**config.mk**
```make
export PLATFORM = sky130hd
export DESIGN_NAME = matmul_engine_flat
export DESIGN_NICKNAME = d
export VERILOG_FILES = /design/src/rtl/matmul_engine_if.sv /design/src/rtl/matmul_engine.sv /design/src/flat_wrapper.sv
export SDC_FILE = /design/constraint.sdc
export NUM_CORES = 1
export LEC_CHECK = 0
export BUFFER_PORTS_ARGS = -buffer_cell sky130_fd_sc_hd__buf_2
export CAP_MARGIN = 20
export CORE_UTILIZATION = 52
export CTS_CLUSTER_SIZE = 14
export DETAILED_ROUTE_END_ITERATION = 10
export PLACE_DENSITY = 0.82
export SKIP_LAST_GASP = 1
export SLEW_MARGIN = 20
export SYNTH_ARGS = -nofsm -noshare
export SYNTH_HDL_FRONTEND = slang
export SYNTH_SLANG_ARGS = --single-unit
```
**constraint.sdc**
```tcl
create_clock -name clk -period 6.6 [get_ports clk]
set_clock_uncertainty 0.05 [all_clocks]
set_input_delay 1.32 -clock clk [delete_from_list [all_inputs] [get_ports clk]]
set_output_delay 1.32 -clock clk [all_outputs]
set_load 0.02 [all_outputs]
```
**src/rtl/matmul_engine_if.sv**
```systemverilog
// Start/status handshake plus A/B read-select and C write ports of matmul_engine.
// The slave modport is the engine; master is the side that owns the matrix storage.
interface matmul_engine_if #(
    parameter int DW = 8
);
    // start is a single-cycle request. It is honoured only while busy=0 and ignored otherwise.
    // C entries are committed on every rising edge where cWriteEn=1.
    logic          start;
    logic          busy;
    logic          done;
    logic [DW-1:0] aRowSel;
    logic [DW-1:0] aColSel;
    logic [DW-1:0] aData;
    logic [DW-1:0] bRowSel;
    logic [DW-1:0] bColSel;
    logic [DW-1:0] bData;
    logic [DW-1:0] cRowSel;
    logic [DW-1:0] cColSel;
    logic          cWriteEn;
    logic [DW-1:0] cData;

    modport master (
        output start, aData, bData,
        input  busy, done, aRowSel, aColSel, bRowSel, bColSel,
        input  cRowSel, cColSel, cWriteEn, cData
    );

    modport slave (
        input  start, aData, bData,
        output busy, done, aRowSel, aColSel, bRowSel, bColSel,
        output cRowSel, cColSel, cWriteEn, cData
    );
endinterface

```
**src/rtl/matmul_engine.sv**
```systemverilog
// Sequential C = A x B engine: one multiply-accumulate per cycle, then one C write per element.
// Optional macro MATMUL_SAT_EN clamps each C element to 2^DW-1 instead of wrapping it.
module matmul_engine #(
    parameter int M  = 2,
    parameter int N  = 2,
    parameter int P  = 2,
    parameter int DW = 8
) (
    input  logic               clk,
    input  logic               rst,
    matmul_engine_if.slave     mm,
    output logic [1:0]         o_dbg_state
);
    // Sized so that N full-scale products can be summed without wrapping.
    localparam int AW = 2*DW + $clog2(N) + 1;

    typedef enum logic [1:0] {IDLE = 2'd0, MAC = 2'd1, WRITE = 2'd2, DONE = 2'd3} state_t;

    state_t          r_state;
    logic [DW-1:0]   r_i;
    logic [DW-1:0]   r_j;
    logic [DW-1:0]   r_k;
    logic [AW-1:0]   r_acc;
    logic [AW-1:0]   w_prod;
    logic [DW-1:0]   w_result;
    logic            w_in_mac;
    logic            w_in_write;

    assign w_prod = AW'(mm.aData) * AW'(mm.bData);

`ifdef MATMUL_SAT_EN
    assign w_result = (r_acc > AW'({DW{1'b1}})) ? {DW{1'b1}} : r_acc[DW-1:0];
`else
    assign w_result = r_acc[DW-1:0];
`endif

    always_ff @(posedge clk) begin
        if (rst) begin
            r_state <= IDLE;
            r_i     <= '0;
            r_j     <= '0;
            r_k     <= '0;
            r_acc   <= '0;
        end else begin
            case (r_state)
                IDLE: begin
                    if (mm.start) begin
                        r_i     <= '0;
                        r_j     <= '0;
                        r_k     <= '0;
                        r_acc   <= '0;
                        r_state <= MAC;
                    end
                end
                MAC: begin
                    r_acc <= r_acc + w_prod;
                    if (r_k == DW'(N-1)) begin
                        r_k     <= '0;
                        r_state <= WRITE;
                    end else begin
                        r_k <= r_k + 1'b1;
                    end
                end
                WRITE: begin
                    r_acc <= '0;
                    if (r_j == DW'(P-1)) begin
                        r_j <= '0;
                        if (r_i == DW'(M-1)) begin
                            r_i     <= '0;
                            r_state <= DONE;
                        end else begin
                            r_i     <= r_i + 1'b1;
                            r_state <= MAC;
                        end
                    end else begin
                        r_j     <= r_j + 1'b1;
                        r_state <= MAC;
                    end
                end
                DONE: r_state <= IDLE;
                default: r_state <= IDLE;
            endcase
        end
    end

    // Every output is a decode of flops only, so selects are stable for the whole cycle.
    assign w_in_mac   = (r_state == MAC);
    assign w_in_write = (r_state == WRITE);

    assign mm.busy     = (r_state != IDLE);
    assign mm.done     = (r_state == DONE);
    assign mm.aRowSel  = w_in_mac ? r_i : '0;
    assign mm.aColSel  = w_in_mac ? r_k : '0;
    assign mm.bRowSel  = w_in_mac ? r_k : '0;
    assign mm.bColSel  = w_in_mac ? r_j : '0;
    assign mm.cRowSel  = w_in_write ? r_i : '0;
    assign mm.cColSel  = w_in_write ? r_j : '0;
    assign mm.cWriteEn = w_in_write;
    assign mm.cData    = w_in_write ? w_result : '0;
    assign o_dbg_state = r_state;
endmodule
```
**src/flat_wrapper.sv**
```systemverilog
// flat-port wrapper written by rule: the top's interface ports become plain ports
module matmul_engine_flat 
#(
    parameter int M  = 2,
    parameter int N  = 2,
    parameter int P  = 2,
    parameter int DW = 8
)
  (clk, rst, o_dbg_state, mm_start, mm_aData, mm_bData, mm_busy, mm_done, mm_aRowSel, mm_aColSel, mm_bRowSel, mm_bColSel, mm_cRowSel, mm_cColSel, mm_cWriteEn, mm_cData);
  matmul_engine_if #(.DW(DW)) mm_i ();
  input  logic clk;
  input  logic rst;
  output logic [1:0] o_dbg_state;
  input wire logic [$bits(mm_i.start)-1:0] mm_start;
  input wire logic [$bits(mm_i.aData)-1:0] mm_aData;
  input wire logic [$bits(mm_i.bData)-1:0] mm_bData;
  output wire logic [$bits(mm_i.busy)-1:0] mm_busy;
  output wire logic [$bits(mm_i.done)-1:0] mm_done;
  output wire logic [$bits(mm_i.aRowSel)-1:0] mm_aRowSel;
  output wire logic [$bits(mm_i.aColSel)-1:0] mm_aColSel;
  output wire logic [$bits(mm_i.bRowSel)-1:0] mm_bRowSel;
  output wire logic [$bits(mm_i.bColSel)-1:0] mm_bColSel;
  output wire logic [$bits(mm_i.cRowSel)-1:0] mm_cRowSel;
  output wire logic [$bits(mm_i.cColSel)-1:0] mm_cColSel;
  output wire logic [$bits(mm_i.cWriteEn)-1:0] mm_cWriteEn;
  output wire logic [$bits(mm_i.cData)-1:0] mm_cData;
  assign mm_i.start = mm_start;
  assign mm_i.aData = mm_aData;
  assign mm_i.bData = mm_bData;
  assign mm_busy = mm_i.busy;
  assign mm_done = mm_i.done;
  assign mm_aRowSel = mm_i.aRowSel;
  assign mm_aColSel = mm_i.aColSel;
  assign mm_bRowSel = mm_i.bRowSel;
  assign mm_bColSel = mm_i.bColSel;
  assign mm_cRowSel = mm_i.cRowSel;
  assign mm_cColSel = mm_i.cColSel;
  assign mm_cWriteEn = mm_i.cWriteEn;
  assign mm_cData = mm_i.cData;
  matmul_engine #(.M(M), .N(N), .P(P), .DW(DW)) u_core (.clk(clk), .rst(rst), .mm(mm_i), .o_dbg_state(o_dbg_state));
endmodule
```
==> impl_metrics.yaml, run 1 <==
setup_path:
  path_buf_inv: 4
  crit_start: "mm_bData[1]"
  rr_startpoint: "u_core.r_acc[4]"
  worstPathArrival_ps: 5180
  cpMaxStageDelayCell: "fa_1"
  path_class: "input port to register"
  crit_path_cell_trace: "buf_2 -> nand2_1 -> fa_1 -> inv_1 -> fa_1 -> ha_1 -> inv_1 -> fa_1 -> inv_1 -> fa_1 -> a21o_1 -> a21oi_1 -> xnor3_1 -> xnor3_1 -> a22oi_1 -> nor2_1"
  crit_top_cell: "fa_1"
  cp_slowest_stage_delay_ps: 530
  critPathCaptureType: "register"
  path_delay_family: "adder cells"
  crit_fanout: 7
  critPathRequiredTime_ps: 6710
  start_kind: "input port"
yosys:
  synthCells: 389
  synth_area_sq_um: 3110
  synth_seq_cells: 34
  ys_warn_count: 0
  seq_area_frac_synth_pct: 21.9
  syn_avg_cell_area_sq_um: 7.98
  synth_nets: 449
  synth_cell_type_count: 45
floorplanning:
  io_pins: 80
  rows: 27
  fp.dieH_um: 79.3
  die-area_sq_um: 6290
  start_util_pct: 55.0
  core_sq_um: 5640
  die_x_um: 79.3
timing:
  hold_violations: 0
  drv_slew: 0
  max_slew_margin_pct: 54.8
  setup_viol: 0
  worstMarginPinSlew_ps: 677
  max_freq_mhz: 197
  post-route-period-util_pct: 76.9
  period_minus_slack_ps: 5070
  setup_tns_ps: 0
  rsz0062_at_grt: "false"
  hold_slack_ps: 476
drt:
  first_pass_iters: 4
  topRoutingLayerUsed: "met4"
  via_per_inst: 5.32
  ant_nets: 0
  wl_um: 7040
  drc: 0
  wire_per_inst_um: 13.3
  drtIter0Drc: 134
  wl_met2_um: 3500
  wl_met3_um: 391
  via_count: 2805
  met1_length_um: 3030
clocking:
  cts.sinks: 34
  cts-resized-gates: 0
  cts_tree: "done"
  cts-root-buf: "clkbuf_8"
  numCtsBuffers: 5
  path_clk_slew_ps: 70
  postCtsSetupBuffers: 0
  cts_buffer_depth: 2
  cts_hold_buf: 0
  clkLatencyLatePin_ps: 290
  cts_max_level: 2
layout:
  fin_util_pct: 64.1
  layout-drive-gt1-share_pct: 22.2
  n_antenna_cell: 0
  register_area_sq_um: 681
  fin_cells: 527
  nets: 514
  multi_input_area_sq_um: 2170
  syn2layout_area_growth_pct: 16.4
  nFillCells: 483
power_and_ir_drop:
  ir_drop_uv: 124
  leakage_uw: 0.00181
  pwr_density_cell_nw_per_um2: 204
  power_uw: 739
worst_hold_path:
  hp-class: "register to register"
  hold_path_startpoint: "u_core.r_acc[3]"
global_route:
  grt_pass1_vias: 2504
  antenna_found_initial: 0
  grt_usage_pct: 23.7
  grt_pass1_wl_um: 11700
  grt_max_degree: 35
  grt-ovfl-total: 0
placed_design:
  gp_congestion: 0.839
  port_buffers: 79
  post-dp-hpwl_um: 5320
  placed_cells: 519
status:
  status: "finished clean"
flow_run:
  timing.max_cap.violations: 0
-- power breakdown --
part,switching [uW],internal (uW)
Combinational,169,158
Sequential,12.1,217
Clock,78.3,105
-- cells in the final DEF, fill, tap and decap left out, types with 8 or more instances in the layout --
cell,count
clkbuf_8,8
nor2_1,28
a22oi_1,8
and2_1,61
nand2_1,34
dfxtp_1,34
a21oi_1,24
inv_1,42
ha_1,23
o21ai_0,15
fa_1,18
buf_2,79
xnor2_1,12
-- worst reg2reg max path: cells and delay by family, from the launching register on --
kind	cells	cell delay [ps]
AO/OA/AOI/OAI	3	450
XOR/XNOR	2	740
adder cells (fa/ha/maj)	5	2250
buffers and inverters	4	250
flip-flops	1	350
AND/OR/NAND/NOR	1	50
-- final timing paths --
kind,to,slack [ps],depth (start not counted)
setup / recovery,u_core.r_acc[7],1530,16
hold / removal,u_core.r_acc[3],480,2
setup reg to reg,u_core.r_acc[7],2330,15
hold reg to reg,u_core.r_acc[3],480,2
-- registers in the layout (all words and copies together), names as in the netlist --
register            count
u_core.r_k              8
u_core.r_j              8
u_core.r_i              8
u_core.o_dbg_state      2
u_core.r_acc            8
-- through the flow --
stage	setup WS, ps	instance area, sq um
detailed placement	1220	3490
floorplan	1510	3110
global route	1270	3620
global placement	1270	3490
finish	1530	3620
CTS	1530	3600
-- layout make-up --
| class | count | area share, % |
|---|---|---|
| multi-input combinational | 291 | 60.1 |
| sequential | 34 | 18.8 |
| inverter | 42 | 4.36 |
| clock buffer | 8 | 3.04 |
| tap | 72 | 2.49 |
| timing repair buffer | 80 | 11.1 |
-- kinds of logic after synthesis --
kind of cell / after synthesis / synth area share, %
multiplexers: 1 / 0.322
adder cells (fa/ha/maj): 41 / 20.9
AO/OA/AOI/OAI: 62 / 12.0
flip-flops: 34 / 21.9
AND/OR/NAND/NOR: 171 / 30.5
XOR/XNOR: 16 / 5.40
buffers and inverters: 64 / 8.98
-- Yosys cell counts (all sizes together) --
master / n / area (sq um)
fa: 18 / 360
o211a: 1 / 10.0
nor4: 1 / 21.3
nand3b: 4 / 30.0
nor3b: 4 / 30.0
buf: 11 / 80.1
or3: 5 / 31.3
or3b: 1 / 8.76
xnor3: 2 / 45.0
xnor2: 12 / 105
a21o: 2 / 15.0
nor4b: 1 / 8.76
o21ai: 15 / 75.1
or2: 4 / 25.0
mux2i: 1 / 10.0
o21bai: 2 / 15.0
a41oi: 1 / 8.76
nor2b: 5 / 31.3
a2bb2oi: 1 / 8.76
a22oi: 8 / 60.1
clkbuf: 11 / 41.3
o41ai: 1 / 8.76
inv: 42 / 158
ha: 23 / 288
a21oi: 26 / 138
nand2b: 1 / 6.26
nor2: 28 / 105
or4b: 2 / 23.8
nand2: 34 / 128
a31oi: 4 / 25.0
and3: 6 / 37.5
nand3: 7 / 40.0
xor2: 2 / 17.5
nor3: 5 / 25.0
or4: 2 / 15.0
o21a: 1 / 7.51
and2: 61 / 382
dfxtp: 34 / 681
-- layer usage --
| metal | global-route usage (%) | vias to the layer above |
|---|---|---|
| met3 | 4.94 | 14 |
| met2 | 39.2 | 86 |
| met4 | 6.55 | 0 |
| li1 | - | 1393 |
| met5 | 0 | - |
| met1 | 31.1 | 1312 |
Note: power is estimated with default switching activity, not from simulation.
==> run 2, diff against run 1 <==
ABC_AREA = 1   (was unset)
PLACE_DENSITY = 0.81   (was 0.82)
clock period = 4.97 ns   (was 6.6 ns; I/O delays follow)
==> impl_metrics.yaml, run 2 <==
status:
  status: "finished clean"
drt:
  via_per_inst: 5.02
  first_pass_iters: 5
  ant_nets: 0
  via_count: 3171
  drc: 0
  drtIter0Drc: 145
  wire_per_inst_um: 11.6
  wl_um: 7300
layout:
  final_cell_mix: "115 x nand2_1, 93 x inv_1, 79 x buf_2, 61 x nor2_1, 34 x dfxtp_1"
  syn2layout_area_growth_pct: 15.0
  register_area_sq_um: 681
  final_common_cell: "nand2_1"
  nFillCells: 562
  layout-drive-gt1-share_pct: 20.3
  nets: 616
  n_antenna_cell: 0
  fin_cells: 632
  multi_input_area_sq_um: 2030
  fin_area_sq_um: 3680
placed_design:
  port_buffers: 79
  post-dp-hpwl_um: 5810
  placed_cells: 624
  placement.cell_area_sq_um: 3590
  gp_congestion: 0.875
  post-place-ws_ps: 265
yosys:
  synth_cell_type_count: 36
  synth_xor_xnor_area_share_pct: 2.19
  ys_warn_count: 0
  synth_common_cells: "115 x nand2_1, 93 x inv_1, 61 x nor2_1, 34 x dfxtp_1, 32 x a21oi_1"
  syn_avg_cell_area_sq_um: 6.57
  synth-async-reset-ratio_pct: 0
  synth_area_leaders: "dfxtp_1 21%, nand2_1 13%, fa_1 11%"
  synth_seq_cells: 34
  synth_nets: 547
  synthCells: 487
  synth_adder_area_share_pct: 20.3
  synth_area_sq_um: 3200
  synth-compound-area-share_pct: 10.3
  synth_mux_area_share_pct: 0
  synth_top_area_cell: "dfxtp_1"
  seq_area_frac_synth_pct: 21.3
  synthSimpleGateAreaFrac_pct: 30.6
  synth_ff_type: "dfxtp_1"
  yosysMostFrequentCell: "nand2_1"
  yosysTopAreaCellShare_pct: 21.3
  synth_edf_count: 0
  synth_top_family_by_area: "simple AND/OR/NAND/NOR gates"
timing:
  hold_violations: 0
  worstMarginPinSlew_ps: 517
  setup_viol: 0
  period_minus_slack_ps: 4420
  finalWorstSetupSlack_ps: 553
  post-route-period-util_pct: 88.9
  max_freq_mhz: 226
  drv_slew: 0
  setup_tns_ps: 0
  max_slew_margin_pct: 65.3
  rsz0062_at_grt: "false"
setup_path:
  path_class: "input port to register"
  crit_start: "mm_bData[1]"
  critPathRequiredTime_ps: 5140
  worstPathArrival_ps: 4580
  path_buf_inv: 5
  start_kind: "input port"
  crit_top_cell: "nand2_1"
  crit_fanout: 8
  path_delay_family: "adder cells"
  cp_slowest_stage_delay_ps: 550
  cpMaxStageDelayCell: "fa_1"
  rr_startpoint: "u_core.r_acc[6]"
  critPathCaptureType: "register"
  crit_path_cell_trace: "buf_2 -> nand2_1 -> fa_1 -> inv_1 -> fa_1 -> inv_1 -> fa_1 -> fa_1 -> inv_1 -> ha_1 -> nand2_1 -> nand2_1 -> nor2_1 -> nand2_1 -> nand2_1 -> inv_1 -> nand2_1 -> nand2_1 -> nand3_1 -> nand3_1 -> a21oi_1"
floorplanning:
  start_util_pct: 54.0
  rows: 28
  fp.dieH_um: 80.4
  die-area_sq_um: 6470
  die_x_um: 80.4
  core_sq_um: 5920
  io_pins: 80
clocking:
  path_clk_slew_ps: 70
  cts_tree: "done"
  cts.sinks: 34
  cts_max_level: 2
  cts_buffer_depth: 2
  clkLatencyLatePin_ps: 290
  cts_hold_buf: 0
  cts-resized-gates: 0
  numCtsBuffers: 5
  cts-root-buf: "clkbuf_8"
  postCtsSetupBuffers: 0
worst_hold_path:
  hold_path_startpoint: "u_core.r_acc[4]"
  hp-class: "register to register"
global_route:
  grt_usage_pct: 24.6
  grtUsageMet3_pct: 4.43
  grt_busiest_layer: "met2"
  grt_pass1_vias: 2866
  grt_max_degree: 27
  gr-usage-met2_pct: 42.6
  grt_pass1_wl_um: 12500
  met1_usage_pct: 30.0
  antenna_found_initial: 0
  grt-ovfl-total: 0
power_and_ir_drop:
  pwr_density_cell_nw_per_um2: 270
  leakage_uw: 0.00193
  ir_drop_uv: 160
flow_run:
  timing.max_cap.violations: 0
==> run 2: cell count changes after synthesis, moves of 20 or more <==
cell,change
nand2_1,+81
and2_1,-60
inv_1,+51
nor2_1,+33
nand3_1,+20
==> run 2: layout make-up <==
| type | instances | area share, % |
|---|---|---|
| Multi-Input combinational cell | 333 | 55.1 |
| Sequential cell | 34 | 18.5 |
| Timing Repair Buffer | 79 | 10.7 |
| Inverter | 103 | 10.6 |
| Tap cell | 75 | 2.55 |
| Clock buffer | 7 | 2.35 |
| Clock inverter | 1 | 0.136 |
==> run 2: through the flow <==
stage / utilization [%] / hold WS (ps) / total power (uW)
finish: 62.1 / 418 / 993
global route: 62.1 / 427 / 1100
CTS: 62.1 / 416 / 1000
detailed placement: 60.6 / 405 / 785
global placement: 60.6 / 400 / 766
floorplan: - / 391 / 681
==> run 2: per-layer routing <==
metal,up-vias,wire length (um)
met2,113,3520
met3,17,472
met5,-,0
li1,1622,-
met1,1419,3140
met4,0,166
==> run 2: report_power, final <==
group	switching (uW)	internal, uW	total, uW	leakage [uW]
clock	98.8	112	210	0.0000482
combinational	303	174	477	0.00160
sequential	14.5	291	305	0.000276
total	416	577	993	0.00193
==> run 2: logic make-up (layout without fill, tap and decap cells) <==
family                   count (synthesis)  after routing
adder cells (fa/ha/maj)                 41             41
AND/OR/NAND/NOR                        229            229
flip-flops                              34             34
XOR/XNOR                                 8              8
buffers and inverters                  120            190
AO/OA/AOI/OAI                           55             55
==> run 2: worst register-to-register path, stage by stage, from the launching register on <==
cell     delay [ps]
dfxtp_1         330
inv_1            80
fa_1            540
inv_1            50
fa_1            490
inv_1            50
fa_1            470
fa_1            550
inv_1            40
ha_1            340
nand2_1         100
nand2_1          50
nor2_1           90
nand2_1          60
nand2_1          90
inv_1            40
nand2_1          50
nand2_1          60
nand3_1          80
nand3_1          70
a21oi_1         120
==> run 2: path summary, 6_finish.rpt <==
path / cells after the start / endpoint / slack, ps
min: 2 / u_core.r_acc[4] / 420
max reg2reg: 20 / u_core.r_acc[7] / 1080
min reg2reg: 2 / u_core.r_acc[4] / 420
max: 21 / u_core.r_acc[7] / 550
